===== src/rtl/uart_tx_fifo_ctrl_if.sv =====
// FIFO-read and serializer handshake bundle for the UART transmit sequencer.
// master = sequencer side, slave = FIFO/serializer side.
interface uart_tx_fifo_ctrl_if #(
   parameter int DATA_W = 8
) ();
   logic              fifo_empty;
   logic [DATA_W-1:0] fifo_dout;
   logic              fifo_pop;
   logic              fifo_en;
   logic              tx_ready;
   logic              tx_done;
   logic              tx_start;
   logic [DATA_W-1:0] tx_data;

   modport master (
      input  fifo_empty, fifo_dout, tx_ready, tx_done,
      output fifo_pop, fifo_en, tx_start, tx_data
   );

   modport slave (
      output fifo_empty, fifo_dout, tx_ready, tx_done,
      input  fifo_pop, fifo_en, tx_start, tx_data
   );
endinterface


===== src/rtl/uart_tx_fifo_ctrl.sv =====
// UART transmit sequencer: pops one byte from the TX FIFO when the serializer is idle,
// launches the frame, waits for completion, and reports THRE, a frame count and a timeout error.
module uart_tx_fifo_ctrl #(
   parameter int DATA_W  = 8,
   parameter int TIMEOUT = 4096
) (
   input  logic                clk,
   input  logic                rst,
   input  logic                enable,
   input  logic                err_clr,
   output logic                busy,
   output logic                thre,
   output logic                err_timeout,
   output logic [15:0]         byte_cnt,
   uart_tx_fifo_ctrl_if.master bus
);
   localparam int CNT_W = $clog2(TIMEOUT);
   localparam logic [CNT_W-1:0] CNT_LAST = CNT_W'(TIMEOUT - 1);

   typedef enum logic [2:0] {
      S_IDLE,
      S_POP,
      S_LOAD,
      S_START,
      S_WAIT_DONE
   } state_t;

   state_t            state_reg, state_next;
   logic [CNT_W-1:0]  to_cnt_reg, to_cnt_next;
   logic [DATA_W-1:0] tx_data_reg, tx_data_next;
   logic [15:0]       byte_cnt_reg, byte_cnt_next;
   logic              err_reg, err_next;

   always_ff @(posedge clk or posedge rst) begin
      if (rst) begin
         state_reg    <= S_IDLE;
         to_cnt_reg   <= '0;
         tx_data_reg  <= '0;
         byte_cnt_reg <= '0;
         err_reg      <= 1'b0;
      end else begin
         state_reg    <= state_next;
         to_cnt_reg   <= to_cnt_next;
         tx_data_reg  <= tx_data_next;
         byte_cnt_reg <= byte_cnt_next;
         err_reg      <= err_next;
      end
   end

   always_comb begin
      state_next    = state_reg;
      to_cnt_next   = to_cnt_reg;
      tx_data_next  = tx_data_reg;
      byte_cnt_next = byte_cnt_reg;
      err_next      = err_clr ? 1'b0 : err_reg;

      unique case (state_reg)
         S_IDLE: begin
            // Only state that looks at enable/empty/ready, so an in-flight byte always finishes.
            if (enable && !bus.fifo_empty && bus.tx_ready) begin
               state_next = S_POP;
            end
         end
         S_POP: begin
            state_next = S_LOAD;
         end
         S_LOAD: begin
            tx_data_next = bus.fifo_dout;
            state_next   = S_START;
         end
         S_START: begin
            byte_cnt_next = byte_cnt_reg + 16'd1;
            to_cnt_next   = '0;
            state_next    = S_WAIT_DONE;
         end
         S_WAIT_DONE: begin
            if (bus.tx_done) begin
               state_next = S_IDLE;
            end else if (to_cnt_reg == CNT_LAST) begin
               // A timeout beats a simultaneous err_clr.
               err_next   = 1'b1;
               state_next = S_IDLE;
            end else begin
               to_cnt_next = to_cnt_reg + 1'b1;
            end
         end
         default: begin
            state_next = S_IDLE;
         end
      endcase
   end

   assign bus.fifo_pop = (state_reg == S_POP);
   assign bus.tx_start = (state_reg == S_START);
   assign bus.tx_data  = tx_data_reg;
   assign bus.fifo_en  = enable;
   assign busy         = (state_reg != S_IDLE);
   assign thre         = (state_reg == S_IDLE) && bus.fifo_empty;
   assign err_timeout  = err_reg;
   assign byte_cnt     = byte_cnt_reg;
endmodule


===== src/flat_wrapper.sv =====
// flat-port wrapper written by rule: the top's interface ports become plain ports
module uart_tx_fifo_ctrl_flat 
#(
   parameter int DATA_W  = 8,
   parameter int TIMEOUT = 4096
)
  (clk, rst, enable, err_clr, busy, thre, err_timeout, byte_cnt, bus_fifo_empty, bus_fifo_dout, bus_tx_ready, bus_tx_done, bus_fifo_pop, bus_fifo_en, bus_tx_start, bus_tx_data);
  uart_tx_fifo_ctrl_if #(.DATA_W(DATA_W)) bus_i ();
  input  logic clk;
  input  logic rst;
  input  logic enable;
  input  logic err_clr;
  output logic busy;
  output logic thre;
  output logic err_timeout;
  output logic [15:0] byte_cnt;
  input wire logic [$bits(bus_i.fifo_empty)-1:0] bus_fifo_empty;
  input wire logic [$bits(bus_i.fifo_dout)-1:0] bus_fifo_dout;
  input wire logic [$bits(bus_i.tx_ready)-1:0] bus_tx_ready;
  input wire logic [$bits(bus_i.tx_done)-1:0] bus_tx_done;
  output wire logic [$bits(bus_i.fifo_pop)-1:0] bus_fifo_pop;
  output wire logic [$bits(bus_i.fifo_en)-1:0] bus_fifo_en;
  output wire logic [$bits(bus_i.tx_start)-1:0] bus_tx_start;
  output wire logic [$bits(bus_i.tx_data)-1:0] bus_tx_data;
  assign bus_i.fifo_empty = bus_fifo_empty;
  assign bus_i.fifo_dout = bus_fifo_dout;
  assign bus_i.tx_ready = bus_tx_ready;
  assign bus_i.tx_done = bus_tx_done;
  assign bus_fifo_pop = bus_i.fifo_pop;
  assign bus_fifo_en = bus_i.fifo_en;
  assign bus_tx_start = bus_i.tx_start;
  assign bus_tx_data = bus_i.tx_data;
  uart_tx_fifo_ctrl #(.DATA_W(DATA_W), .TIMEOUT(TIMEOUT)) u_core (.clk(clk), .rst(rst), .enable(enable), .err_clr(err_clr), .busy(busy), .thre(thre), .err_timeout(err_timeout), .byte_cnt(byte_cnt), .bus(bus_i));
endmodule

===== config.mk =====
export PLATFORM = sky130hd
export DESIGN_NAME = uart_tx_fifo_ctrl_flat
export DESIGN_NICKNAME = d
export VERILOG_FILES = /design/src/rtl/uart_tx_fifo_ctrl_if.sv /design/src/rtl/uart_tx_fifo_ctrl.sv /design/src/flat_wrapper.sv
export SDC_FILE = /design/constraint.sdc
export NUM_CORES = 1
export LEC_CHECK = 0
export CAP_MARGIN = 20
export CORE_AREA = 4 4 71 73
export CTS_CLUSTER_DIAMETER = 60
export DETAILED_ROUTE_END_ITERATION = 10
export DIE_AREA = 0 0 75 77
export PLACE_DENSITY = 0.75
export SYNTH_ARGS = -nofsm -noshare
export SYNTH_HDL_FRONTEND = slang
export SYNTH_SLANG_ARGS = --single-unit

===== constraint.sdc =====
create_clock -name clk -period 1.8 [get_ports clk]
set_clock_uncertainty 0.15 [all_clocks]
set_input_delay 0.36 -clock clk [delete_from_list [all_inputs] [get_ports clk]]
set_output_delay 0.36 -clock clk [all_outputs]
set_load 0.01 [all_outputs]

==> impl_metrics.ini, run 1 <==
[logic_synthesis]
synth-async-reset-ratio = 1.000
synthCells = 175
synth_ff_type = dfrtp_1
synthDistinctLibCells = 41
synth_edf_count = 0
synth.yosys.seq_area_share = 0.5131
synthesis.nets = 192
ys.warnings.count = 0
avgSynthCellArea_sq_um = 11.15
synth_seq_cells = 40
synth_area_sq_mm = 0.001951

[layout]
syn2layout_area_growth_pct = 57.34
fillers = 308
final_area_sq_mm = 0.003069
layout.nets = 287
largest_reg_flops = 16
n_antenna_cell = 0
drive_above_1_share = 0.3838

[critical_path]
arrival_ns = 1.93
worstSetupPathType = reg2reg
critPathMaxFanout = 6
cp-start-kind = register
crit_slowest_cell = or4b_4
critPathMaxStageDelay_ns = 0.53
cp_cell_sequence = buf_6 -> or4b_4 -> a31oi_4 -> a41oi_2 -> a31oi_1
cp-end-kind = register
required_ns = 1.87

[cts]
cts_buffers = 5
clock_path_buffers = 2
clock_latency_ns = 0.29
cts.htree.levels = 2
clkSlewWorstSetupHoldPaths_ns = 0.08
cts_sinks = 40
cts_tree = built
cts-root-buf = clkbuf_8

[job]
maxCapViolations = 0

[worst_hold_path]
hold_path.class = in2async

[global_routing]
antenna_found_initial = 0
grt_start_max_net_pins = 41
grt_pass1_wl_um = 8121
grt-ovfl-total = 0
track_usage = 0.1830
grt_pass1_vias = 1742

[pwr]
power_density_mw_per_mm2 = 1185
leakage_uw = 0.001353
power.total_uw = 3637
peakVddDrop_mv = 0.8060

[routing]
vias = 1779
routed_wirelength_um = 5283
firstDrtPassIters = 4
drtAntennaViolNets = 0
drtIter0Drc = 74
drc = 0
routedWlPerCell_um = 16.36
avgViaCountPerCell = 5.508

[sta]
layout_setup_ws_ns = -0.06559
fmax_mhz = 536.0
setup_viol = 7
maxSlewViolCount = 0
rsz0062_at_grt = yes
finalHoldViolCount = 0
finalCriticalPeriod_ns = 1.866
worst_pin_slew_ns = 0.4193
relSlewSlack = 0.7201
fin_crit_sh = 1.036

[floorplanning]
coreArea_sq_mm = 0.004354
die_area_sq_mm = 0.005775
die_y_um = 77
ios = 45
rows = 24
initial_core_util = 0.4480
die_w_um = 75

[placed_design]
place_area_sq_mm = 0.002619
hpwlAfterDp_um = 3436
place.gp.congestion = 0.8115
portBuffers = 44
dp_slack_ns = -0.3395

[status]
violations = negative setup slack
status = complete, but fails checks
## cells by family (layout without fill, tap and decap cells)
| group | count (synthesis) | after routing | synth area share |
|---|---|---|---|
| fa+ha+maj | 2 | 2 | 0.01283 |
| buf+inv | 12 | 108 | 0.03271 |
| mux | 8 | 8 | 0.04619 |
| simple gates | 67 | 67 | 0.2117 |
| xor+xnor | 16 | 16 | 0.07184 |
| flops | 40 | 40 | 0.5131 |
| compound gates | 30 | 30 | 0.1116 |
## per-layer routing
metal  up-vias  wire length (um)  global-route usage
met5         -                 0                   0
met4         0               109             0.06762
met3        12               268             0.04837
met2        53              2788              0.3110
met1       876              2117              0.2154
li1        838                 -                   -
## area by class of cell
class | instances | area (sq um) | area share
clock buffers | 7 | 96.34 | 0.03139
clock inverters | 1 | 30.03 | 0.009784
inverters | 5 | 18.77 | 0.006115
multi-input cells | 123 | 999.7 | 0.3257
flip-flops and latches | 40 | 1006 | 0.3278
well taps | 52 | 65.06 | 0.02120
repair buffers | 95 | 853.3 | 0.2780
## worst max-delay path: cells and delay by family, from the launching register on
| kind | cells | cell delay, ns |
|---|---|---|
| AO/OA/AOI/OAI | 3 | 0.56 |
| buffers and inverters | 1 | 0.14 |
| flip-flops | 1 | 0.40 |
| AND/OR/NAND/NOR | 1 | 0.53 |
## worst paths after layout
| check | start | to | slack [ns] | cells past startpoint |
|---|---|---|---|---|
| min in group clk | u_core.byte_cnt[15]$_DFFE_PP0P_ | u_core.byte_cnt[15]$_DFFE_PP0P_ | 0.33 | 1 |
| worst max register to register | u_core.state_reg[1]$_DFFE_PP0P_ | u_core.to_cnt_reg[3]$_DFFE_PP0P_ | -0.07 | 5 |
| max in group asynchronous | rst | u_core.to_cnt_reg[6]$_DFFE_PP0P_ | 1.01 | 3 |
| worst min register to register | u_core.byte_cnt[15]$_DFFE_PP0P_ | u_core.byte_cnt[15]$_DFFE_PP0P_ | 0.33 | 1 |
| worst max-delay path | u_core.state_reg[1]$_DFFE_PP0P_ | u_core.to_cnt_reg[3]$_DFFE_PP0P_ | -0.07 | 5 |
| worst min-delay path | rst | u_core.byte_cnt[11]$_DFFE_PP0P_ | 0.28 | 3 |
## through the flow
step                      hold WS (ns)  cells  utilization  setup TNS (ns)
final                           0.2830    323       0.7049         -0.2243
after global routing            0.3026    323       0.7049          -1.021
after CTS                       0.2910    308       0.6503         -0.1758
after detailed placement        0.3158    290       0.6014          -2.910
after global placement          0.3109    290       0.6014          -2.342
after floorplan                 0.3090    175            -               0
## power breakdown
group,switching (uW),internal (uW)
registers,147,1100
logic,682,905
clock network,313,489
## synth_stat cells, drive strengths merged, types with 2 or more instances
cell type   n  area share
nand3       9       0.023
xnor2      14       0.063
nand4      14       0.045
nand2      17       0.033
a21oi       2      0.0051
clkbuf      2      0.0045
o21ai       7       0.018
nor2        7       0.013
buf         5       0.019
ha          2       0.013
mux2        8       0.046
o31ai       8       0.033
nor3        4       0.013
xor2        2      0.0090
dfrtp      40        0.51
inv         5      0.0096
and3        3      0.0096
a31oi       7       0.030
and4        4       0.018
## layout by cell type, fill, tap and decap left out, drive strengths merged, types with 2 or more instances in the layout
cell | netlist | layout
buf | 5 | 55
dfrtp | 40 | 40
clkdlybuf4s50 | 0 | 36
nand2 | 17 | 17
nand4 | 14 | 14
xnor2 | 14 | 14
nand3 | 9 | 9
mux2 | 8 | 8
o31ai | 8 | 8
o21ai | 7 | 7
clkbuf | 2 | 7
a31oi | 7 | 7
nor2 | 7 | 7
inv | 5 | 5
and4 | 4 | 4
nor3 | 4 | 4
and3 | 3 | 3
a21oi | 2 | 2
xor2 | 2 | 2
dlygate4sd2 | 0 | 2
dlymetal6s2s | 0 | 2
ha | 2 | 2
## what timing repair did
item,CTS,global route
resized for setup,31,31
pin swaps,7,9
hold buffers,0,0
buffers inserted,10,15
setup endpoints to repair,25,27
gates cloned,0,0
Note: power is estimated with default switching activity, not from simulation.
==> run 2: changes to the inputs <==
- CORE_AREA: 4 4 71 73 -> 4 4 80 82
- DIE_AREA: 0 0 75 77 -> 0 0 84 86
- PLACE_DENSITY: 0.75 -> default
- TNS_END_PERCENT: default -> 50
==> run 2 against run 1 <==
Effect of this change:
- the flow still finishes with violations (negative setup slack)
- critical endpoint unchanged
- die area grew 25%
- routed wire length shrank 13%
- utilization shrank 20 points
- global-route usage shrank 5.0 points
- count of clock-buffer cells in the layout shrank 1
- setup slack lost 0.015 ns
- maximum frequency shrank 0.79%
- non-clock buffer count shrank 15
- sequential share of layout area grew 1.7 points
- first-iteration DRC count shrank 49%
- critical path depth grew 1
==> impl_metrics.ini, run 2 (synthesis gave the netlist of run 1 again) <==
[status]
status = complete, but fails checks
violations = negative setup slack

[layout]
syn2layout_area_growth_pct = 49.33
n_antenna_cell = 0
fillers = 533
final_cell_mix = dfrtp_1 (37), buf_4 (29), clkdlybuf4s50_1 (26), nand2_1 (16)
final_cells = 331
drive_above_1_share = 0.3164
final_common_cell = dfrtp_1
final_util = 0.5070
largest_reg_flops = 16
layout.nets = 272

[sta]
finalHoldViolCount = 0
maxSlewViolCount = 0
fmax_mhz = 531.8
fin_crit_sh = 1.045
finalCriticalPeriod_ns = 1.880
setup_viol = 8
layout_setup_ws_ns = -0.08039
worst_pin_slew_ns = 0.3618
rsz0062_at_grt = yes
relSlewSlack = 0.7585

[critical_path]
crit_family = compound AO/OA/AOI/OAI gates
crit_slowest_cell = or4b_4
worstSetupPathType = reg2reg
cpMostUsedCell = buf_6
critPathMaxFanout = 6
arrival_ns = 1.94
cp-start-kind = register
ff2ff_setup_slack_ns = -0.08
cp_cell_sequence = buf_6 -> buf_6 -> or4b_4 -> a31oi_4 -> a41oi_2 -> a31oi_1
required_ns = 1.86
cp-end-kind = register
crit_buf_inv = 2
critPathMaxStageDelay_ns = 0.48

[cts]
cts_sinks = 40
cts-root-buf = clkbuf_8
cts.htree.levels = 2
clkSlewWorstSetupHoldPaths_ns = 0.08
cts_buffers = 5
clock_latency_ns = 0.29
clock_path_buffers = 2
cts_tree = built
cts_hold_buf = 0

[worst_hold_path]
hold_path.class = in2async

[placed_design]
hpwlAfterDp_um = 3262
portBuffers = 44
place.gp.congestion = 0.7767
placed_cells = 315
dp_slack_ns = -0.3577

[pwr]
peakVddDrop_mv = 0.4908
power.total_uw = 3389
power_density_mw_per_mm2 = 1164
leakage_uw = 0.001351

[floorplanning]
die_area_sq_mm = 0.007224
coreArea_sq_mm = 0.005746
die_y_um = 86
initial_core_util = 0.3395
ios = 45
die_w_um = 84
rows = 28

[routing]
avgViaCountPerCell = 4.964
drtAntennaViolNets = 0
routed_wirelength_um = 4591
firstDrtPassIters = 4
vias = 1643
drc = 0
drtIter0Drc = 38
routedWlPerCell_um = 13.87

[global_routing]
grt_pass1_vias = 1662
grt-ovfl-total = 0
grt_pass1_wl_um = 7872
grt_start_max_net_pins = 41
track_usage = 0.1332
antenna_found_initial = 0

[job]
maxCapViolations = 0
## run 2: changes by cell type in the layout (fill, tap and decap cells not counted), sizes merged
cell | previous run | this run
clkbuf | 7 | 6
dlymetal6s2s | 2 | 5
clkinv | 0 | 1
clkdlybuf4s50 | 36 | 26
buf | 55 | 40
dlygate4sd2 | 2 | 9
## run 2: final timing paths
path | start | to | cells past startpoint
max | u_core.state_reg[2]$_DFFE_PP0P_ | u_core.to_cnt_reg[3]$_DFFE_PP0P_ | 6
min | rst | u_core.bus.tx_data[6]$_DFFE_PP0N_ | 3
max reg2reg | u_core.state_reg[2]$_DFFE_PP0P_ | u_core.to_cnt_reg[3]$_DFFE_PP0P_ | 6
min reg2reg | u_core.byte_cnt[15]$_DFFE_PP0P_ | u_core.byte_cnt[15]$_DFFE_PP0P_ | 1
max in group asynchronous | rst | u_core.byte_cnt[0]$_DFFE_PP0P_ | 3
min in group clk | u_core.byte_cnt[15]$_DFFE_PP0P_ | u_core.byte_cnt[15]$_DFFE_PP0P_ | 1
## run 2: timing repair
item | CTS | global route
pin swaps | 7 | 6
gates cloned | 0 | 0
setup endpoints to repair | 21 | 21
resized for setup | 39 | 21
buffers inserted | 3 | 5
endpoints found under the hold margin | 0 | 0
## run 2: worst min-delay path: cells and delay by family
kind,cells,cell delay (ns)
buf+inv,3,0.74
## run 2: power breakdown
group / internal [uW] / total (uW) / switching [uW]
clock: 411 / 717 / 306
sequential: 1100 / 1270 / 169
combinational: 810 / 1400 / 592
total: 2320 / 3390 / 1070
## run 2: layout make-up
class	instances	area, sq um	share of cell area
Clock buffer	6	72.57	0.02491
Clock inverter	2	35.03	0.01203
Inverter	5	18.77	0.006443
Multi-Input combinational cell	123	954.7	0.3277
Sequential cell	40	1005	0.3449
Tap cell	75	93.84	0.03222
Timing Repair Buffer	80	733.2	0.2517
## run 2: routing by layer
| metal | vias to the layer above | routed length, um | global-route usage |
|---|---|---|---|
| met5 | - | 0 | 0 |
| met4 | 0 | 22 | 0.03947 |
| met1 | 798 | 2048 | 0.1682 |
| met3 | 3 | 224 | 0.03458 |
| li1 | 806 | - | - |
| met2 | 36 | 2295 | 0.2256 |
## run 2: metrics by stage
stage               instance area (sq um)  TNS (ns)  hold WS, ns
finish                               2913   -0.2070       0.2867
global route                         2913    -1.152       0.3252
CTS                                  2801   -0.2263       0.2909
detailed placement                   2663    -3.092       0.3152
global placement                     2663    -2.911       0.3117
floorplan                            1951         0       0.3090
